File: src/rtl/ps2_host_tx_if.sv
// Command handshake and status between a command source and the PS/2 host transmitter.
interface ps2_host_tx_if;
  logic       cmd_valid;
  logic [7:0] cmd_data;
  logic       cmd_ready;
  logic       busy;
  logic       tx_done;
  logic       tx_error;

  modport master (
    output cmd_valid, cmd_data,
    input  cmd_ready, busy, tx_done, tx_error
  );

  modport slave (
    input  cmd_valid, cmd_data,
    output cmd_ready, busy, tx_done, tx_error
  );
endinterface

File: src/rtl/ps2_host_tx.sv
// Host-to-device PS/2 transmitter: inhibit, request-to-send, 8 data bits, odd parity,
// stop, device ACK and return-to-idle check on the shared open-drain clock/data pins.
module ps2_host_tx #(
  parameter int unsigned INHIBIT_CYCLES = 5000,
  parameter int unsigned RTS_CYCLES     = 50,
  parameter int unsigned TIMEOUT_CYCLES = 100000
) (
  input  logic         CLOCK_50,
  input  logic         reset_n,
  ps2_host_tx_if.slave cmd,
  input  logic         ps2_clk_in,
  input  logic         ps2_dat_in,
  output logic         ps2_clk_oe,
  output logic         ps2_dat_oe
);

  localparam int unsigned CNT_MAX_A = (INHIBIT_CYCLES > RTS_CYCLES) ? INHIBIT_CYCLES : RTS_CYCLES;
  localparam int unsigned CNT_MAX   = (CNT_MAX_A > TIMEOUT_CYCLES) ? CNT_MAX_A : TIMEOUT_CYCLES;
  localparam int unsigned CNT_W     = $clog2(CNT_MAX + 1);
  localparam int unsigned EDGE_W    = 4;

  localparam logic [CNT_W-1:0] INH_LAST = CNT_W'(INHIBIT_CYCLES - 1);
  localparam logic [CNT_W-1:0] RTS_LAST = CNT_W'(RTS_CYCLES - 1);
  localparam logic [CNT_W-1:0] TMO_LAST = CNT_W'(TIMEOUT_CYCLES - 1);

  typedef enum logic [2:0] {
    S_IDLE,
    S_INHIBIT,
    S_RTS,
    S_SHIFT,
    S_WAIT_IDLE,
    S_DONE,
    S_ERROR
  } state_t;

  state_t              state_q, state_d;
  logic [CNT_W-1:0]    cnt_q, cnt_d;
  logic [EDGE_W-1:0]   edge_q, edge_d;
  logic [7:0]          data_q, data_d;
  logic                parity_q, parity_d;

  logic clk_s1, clk_s2, clk_prev;
  logic dat_s1, dat_s2;
  logic clk_fall;

  logic clk_oe_q, clk_oe_d;
  logic dat_oe_q, dat_oe_d;
  logic ready_q, ready_d;
  logic busy_q, busy_d;
  logic done_q, done_d;
  logic error_q, error_d;

  assign clk_fall = clk_prev & ~clk_s2;

  assign ps2_clk_oe    = clk_oe_q;
  assign ps2_dat_oe    = dat_oe_q;
  assign cmd.cmd_ready = ready_q;
  assign cmd.busy      = busy_q;
  assign cmd.tx_done   = done_q;
  assign cmd.tx_error  = error_q;

  // State, datapath, synchronizers and registered outputs
  always_ff @(posedge CLOCK_50) begin
    if (!reset_n) begin
      state_q  <= S_IDLE;
      cnt_q    <= '0;
      edge_q   <= '0;
      data_q   <= '0;
      parity_q <= 1'b0;
      clk_s1   <= 1'b1;
      clk_s2   <= 1'b1;
      clk_prev <= 1'b1;
      dat_s1   <= 1'b1;
      dat_s2   <= 1'b1;
      clk_oe_q <= 1'b0;
      dat_oe_q <= 1'b0;
      ready_q  <= 1'b1;
      busy_q   <= 1'b0;
      done_q   <= 1'b0;
      error_q  <= 1'b0;
    end else begin
      state_q  <= state_d;
      cnt_q    <= cnt_d;
      edge_q   <= edge_d;
      data_q   <= data_d;
      parity_q <= parity_d;
      clk_s1   <= ps2_clk_in;
      clk_s2   <= clk_s1;
      clk_prev <= clk_s2;
      dat_s1   <= ps2_dat_in;
      dat_s2   <= dat_s1;
      clk_oe_q <= clk_oe_d;
      dat_oe_q <= dat_oe_d;
      ready_q  <= ready_d;
      busy_q   <= busy_d;
      done_q   <= done_d;
      error_q  <= error_d;
    end
  end

  // Next-state, counters and next output values
  always_comb begin
    state_d  = state_q;
    cnt_d    = cnt_q;
    edge_d   = edge_q;
    data_d   = data_q;
    parity_d = parity_q;
    dat_oe_d = dat_oe_q;

    case (state_q)
      S_IDLE: begin
        if (cmd.cmd_valid && ready_q) begin
          data_d   = cmd.cmd_data;
          parity_d = ~^cmd.cmd_data;
          cnt_d    = '0;
          state_d  = S_INHIBIT;
        end
      end
      S_INHIBIT: begin
        if (cnt_q == INH_LAST) begin
          cnt_d   = '0;
          state_d = S_RTS;
        end else begin
          cnt_d = cnt_q + CNT_W'(1);
        end
      end
      S_RTS: begin
        if (cnt_q == RTS_LAST) begin
          cnt_d   = '0;
          edge_d  = '0;
          state_d = S_SHIFT;
        end else begin
          cnt_d = cnt_q + CNT_W'(1);
        end
      end
      S_SHIFT: begin
        // edge_q counts device falling edges already seen in this frame
        if (clk_fall) begin
          cnt_d  = '0;
          edge_d = edge_q + EDGE_W'(1);
          if (edge_q < EDGE_W'(8)) begin
            dat_oe_d = ~data_q[edge_q[2:0]];
          end else if (edge_q == EDGE_W'(8)) begin
            dat_oe_d = ~parity_q;
          end else if (edge_q == EDGE_W'(9)) begin
            dat_oe_d = 1'b0;
          end else begin
            state_d = dat_s2 ? S_ERROR : S_WAIT_IDLE;
          end
        end else if (cnt_q == TMO_LAST) begin
          state_d = S_ERROR;
        end else begin
          cnt_d = cnt_q + CNT_W'(1);
        end
      end
      S_WAIT_IDLE: begin
        if (clk_s2 && dat_s2) begin
          state_d = S_DONE;
        end else if (cnt_q == TMO_LAST) begin
          state_d = S_ERROR;
        end else begin
          cnt_d = cnt_q + CNT_W'(1);
        end
      end
      S_DONE:  state_d = S_IDLE;
      S_ERROR: state_d = S_IDLE;
      default: state_d = S_IDLE;
    endcase

    // Data is only ever pulled low during request-to-send and the bit frame
    if (state_d == S_RTS) begin
      dat_oe_d = 1'b1;
    end else if (state_d != S_SHIFT) begin
      dat_oe_d = 1'b0;
    end

    clk_oe_d = (state_d == S_INHIBIT) || (state_d == S_RTS);
    ready_d  = (state_d == S_IDLE);
    busy_d   = (state_d != S_IDLE);
    done_d   = (state_d == S_DONE);
    error_d  = (state_d == S_ERROR);
  end

endmodule

File: src/flat_wrapper.sv
// flat-port wrapper written by rule: the top's interface ports become plain ports
module ps2_host_tx_flat 
#(
  parameter int unsigned INHIBIT_CYCLES = 5000,
  parameter int unsigned RTS_CYCLES     = 50,
  parameter int unsigned TIMEOUT_CYCLES = 100000
)
  (CLOCK_50, reset_n, ps2_clk_in, ps2_dat_in, ps2_clk_oe, ps2_dat_oe, cmd_cmd_valid, cmd_cmd_data, cmd_cmd_ready, cmd_busy, cmd_tx_done, cmd_tx_error);
  ps2_host_tx_if cmd_i ();
  input  logic CLOCK_50;
  input  logic reset_n;
  input  logic ps2_clk_in;
  input  logic ps2_dat_in;
  output logic ps2_clk_oe;
  output logic ps2_dat_oe;
  input wire logic [$bits(cmd_i.cmd_valid)-1:0] cmd_cmd_valid;
  input wire logic [$bits(cmd_i.cmd_data)-1:0] cmd_cmd_data;
  output wire logic [$bits(cmd_i.cmd_ready)-1:0] cmd_cmd_ready;
  output wire logic [$bits(cmd_i.busy)-1:0] cmd_busy;
  output wire logic [$bits(cmd_i.tx_done)-1:0] cmd_tx_done;
  output wire logic [$bits(cmd_i.tx_error)-1:0] cmd_tx_error;
  assign cmd_i.cmd_valid = cmd_cmd_valid;
  assign cmd_i.cmd_data = cmd_cmd_data;
  assign cmd_cmd_ready = cmd_i.cmd_ready;
  assign cmd_busy = cmd_i.busy;
  assign cmd_tx_done = cmd_i.tx_done;
  assign cmd_tx_error = cmd_i.tx_error;
  ps2_host_tx #(.INHIBIT_CYCLES(INHIBIT_CYCLES), .RTS_CYCLES(RTS_CYCLES), .TIMEOUT_CYCLES(TIMEOUT_CYCLES)) u_core (.CLOCK_50(CLOCK_50), .reset_n(reset_n), .cmd(cmd_i), .ps2_clk_in(ps2_clk_in), .ps2_dat_in(ps2_dat_in), .ps2_clk_oe(ps2_clk_oe), .ps2_dat_oe(ps2_dat_oe));
endmodule
File: config.mk
export PLATFORM = sky130hd
export DESIGN_NAME = ps2_host_tx_flat
export DESIGN_NICKNAME = d
export VERILOG_FILES = /design/src/rtl/ps2_host_tx_if.sv /design/src/rtl/ps2_host_tx.sv /design/src/flat_wrapper.sv
export SDC_FILE = /design/constraint.sdc
export NUM_CORES = 1
export LEC_CHECK = 0
export CORE_MARGIN = 4
export CORE_UTILIZATION = 58
export DETAILED_ROUTE_END_ITERATION = 8
export GPL_TIMING_DRIVEN = 0
export PLACE_DENSITY = 0.83
export SLEW_MARGIN = 20
export SYNTH_ARGS = -nofsm -noshare
export SYNTH_HDL_FRONTEND = slang
export SYNTH_SLANG_ARGS = --single-unit
File: constraint.sdc
create_clock -name CLOCK_50 -period 2.1 [get_ports CLOCK_50]
set_input_delay 0.21 -clock CLOCK_50 [delete_from_list [all_inputs] [get_ports CLOCK_50]]
set_output_delay 0.21 -clock CLOCK_50 [all_outputs]
set_load 0.01 [all_outputs]
==> results by group <==
Timing
  – Hold Vio Cnt, Final: 0
  – Final period util: about 96%
  – Count of final setup violators: 0
  – Setup_tns: 0 ns
  – Least-Margin Pin Slew: slightly below 0.5 ns
  – Max-slew violations: 0
  – Final setup margin: between 0.07 and 0.08 ns
  – Worst-case clock skew: 0.005504 ns
  – Period minus WS final: just over 2 ns
  – Fmax: a little under 500 MHz
  – Worst slew margin: around 68%

Drt
  – Vias/cell: ~6.4
  – Post-route DRC: 0
  – Detail Route Antenna Nets: 0
  – Drt first pass iters: 5
  – Post-Route WL: 5987 um
  – Initial DRC Count: between 200 and 250
  – WL per Instance: about 17 um
  – Total number of vias: around 2300

Power and ir drop
  – P_int: ~1.3 mW
  – Net Sw Frac: 24.63%
  – Switching power: between 0.4 and 0.5 mW
  – Clk pwr share: 37.0%
  – VDD IR max: ~0.00043 V
  – Sequential share of power: around half
  – Design Power: between 1.5 and 2 mW
  – Share of power burned in combinational logic: between 10% and 20%
  – PwrDens: approximately 600 nW/um^2
  – Static leakage: 1.050 nW

Logic synthesis
  – Syn. warnings: 0
  – Post-synth cell types: 50
  – Syn_area_per_cell: between 8 and 9 um^2
  – Async SR Flop Fraction: 0%
  – Largest family of logic cells by synthesized area: simple AND/OR/NAND/NOR gates
  – Top post-synthesis cells by count: dfxtp_1 (44), nor2_1 (25), nand2_1 (21)
  – Post-synthesis adder-cell area fraction: 2.103%
  – Seq cells post-synth: 44
  – Syn Inst Count: 285
  – Proportion of synthesized area in mux cells: 7.834%
  – Post-Synth Simple-Gate Area: about a quarter
  – Post-synthesis xor/xnor area fraction: approximately 3.3%
  – Area share of the largest cell type after synthesis: 37.01%
  – Compound-Gate Fraction of Synth Area: ~20%
  – Synth Cell Area: approximately 2400 um^2
  – Cell taking the most area after synthesis: dfxtp_1
  – Synth top area cells: dfxtp_1 (37%), mux2i_1 (5.5%), a21oi_1 (4.2%), nor2_1 (3.9%), a31oi_1 (3.7%)
  – Main flop type after synthesis: dfxtp_1
  – Seq/Total Area, Yosys: 37.01%
  – Number of flops mapped to enable cells by yosys: 0
  – Count leader, synth: dfxtp_1
  – Syn Nets: 302

Place
  – Place WS: -0.1437 ns
  – Placer congestion estimate: slightly above 0.9
  – Area after DPL: around 2600 um^2
  – Final HPWL from detailed placement: slightly below 4000 um
  – I/O Buffers: 18
  – Placed instance count: approximately 350

Clock network
  – Hold_buf cts: 0
  – CTS sink cnt: 44
  – Root buffer cell: clkbuf_8
  – Longest Clk Path Bufs: 2
  – H-tree level count: 2
  – Clk_lat worst skew: approximately 0.3 ns
  – CTS tree: yes
  – Clock slew at reported path FFs: ~0.080 ns
  – Total CTS buffers: 5

Final layout
  – Final Net Count: between 300 and 400
  – Fin cells: between 300 and 400
  – Fraction of layout cells with a size suffix above 1: ~17%
  – Synthesis-to-finish area growth: 21.87%
  – Final Cell Area: approximately 2900 um^2
  – Ant. Diodes: 0

Job
  – # Max-Cap Violations: 0

Status
  – Outcome: completed

Floorplan
  – Ports: 19
  – Starting Density: 59.92%
  – Die height: between 70 and 80 um
  – Die ar.: a little over 5000 um^2
  – Core area: between 3000 and 4000 um^2
  – FP Rows: 23
  – Die Wd: 72.06 um

Worst setup path
  – CP startpoint kind: register
  – Critical path arrival: 2.22 ns
  – Worst-path fanout max: 7
  – Crit Path Class: reg2reg
  – CP endpoint kind: register
  – Required @ worst endpoint: 2.30 ns

Global routing
  – First-pass GRT wire length: roughly 9300 um
  – Initial antenna violation count: 0
  – Number of global-route vias before repair: about 2000
  – Largest net degree at the start of global routing: 14
  – GR Overflow Total: 0
  – Total GRT Usage: roughly 22%

Hold path
  – Worst hold path class: reg2reg
-- stage by stage --
stage,hold WS [ns],util (%)
floorplan,0.3115,-
global placement,0.3910,66.04
detailed placement,0.4038,66.04
CTS,0.4186,69.75
global route,0.4398,73.03
finish,0.4156,73.03
-- cell usage in the layout, fill, tap and decap left out, types with 7 or more instances in the layout --
| cell | n |
|---|---|
| dfxtp_1 | 38 |
| a21oi_1 | 20 |
| nand2_1 | 19 |
| mux2i_1 | 13 |
| inv_1 | 9 |
| nor2_1 | 24 |
| clkdlybuf4s50_1 | 18 |
| and3_1 | 7 |
| xnor2_1 | 9 |
| o21ai_0 | 12 |
| nand3_1 | 15 |
| a31oi_1 | 12 |
| nand2b_1 | 8 |
-- critical path, cell delays in order (launching register included) --
cell and delay, ns:
dfxtp_2 0.37, nor4_4 0.31, nand2_2 0.12, o41ai_4 0.38, buf_4 0.19, a31oi_4 0.12
a21o_1 0.21, a22o_1 0.22
-- kinds of logic (layout without fill, tap and decap cells) --
kind of cell	Yosys count	in the layout
mux	16	16
compound gates	73	73
xor+xnor	9	9
flops	44	44
simple gates	115	115
fa+ha+maj	4	4
buf+inv	24	49
-- power groups by stage --
stage	Sequential [mW]	Combinational (mW)	Clock [mW]
finish	0.880	0.223	0.648
global route	0.884	0.242	0.688
CTS	0.878	0.214	0.649
detailed placement	0.892	0.216	0
global placement	0.891	0.209	0
floorplan	0.892	0.142	0
-- registers in the layout, summed over array words and instances, names as in the netlist --
signal                flops
u_core.cnt_q             17
u_core.data_q             8
u_core.edge_q             4
u_core.state_q            3
u_core.clk_prev           1
u_core.clk_s1             1
u_core.clk_s2             1
u_core.cmd.busy           1
u_core.cmd.cmd_ready      1
u_core.cmd.tx_done        1
u_core.cmd.tx_error       1
u_core.dat_s1             1
u_core.dat_s2             1
u_core.parity_q           1
u_core.ps2_clk_oe         1
u_core.ps2_dat_oe         1
-- final cells by class --
cell class                 instances  area [um^2]
multi-input combinational        217         1550
fill                             304         1071
sequential                        44        888.4
timing repair buffer              21        202.7
clock buffer                       6        72.57
tap                               50        62.56
buffer                            10        51.30
inverter                          10        37.54
clock inverter                     2        35.03
-- path summary, 6_finish.rpt --
kind	from	to	slack, ns	cells after the start
worst max register to register	u_core.cnt_q[10]	u_core.cnt_q[8]	0.08	7
worst max-delay path	u_core.cnt_q[10]	u_core.cnt_q[8]	0.08	7
worst min-delay path	u_core.dat_s1	u_core.dat_s2	0.42	1
worst min register to register	u_core.dat_s1	u_core.dat_s2	0.42	1
-- metal layers --
layer | GRT usage (%) | up-vias | wire (um)
met4 | 8.351 | 0 | 171
li1 | - | 1086 | -
met5 | 0 | - | 0
met1 | 29.98 | 1093 | 2474
met2 | 36.12 | 97 | 2896
met3 | 4.294 | 25 | 445
-- what timing repair did --
action | CTS | global route
resized for setup | 8 | 34
hold endpoints to repair | 0 | 0
endpoints found under the setup margin | 19 | 24
buffers inserted | 1 | 1
pin swaps | 1 | 4
gates cloned | 0 | 1
Power figures use the tool's default switching activity.
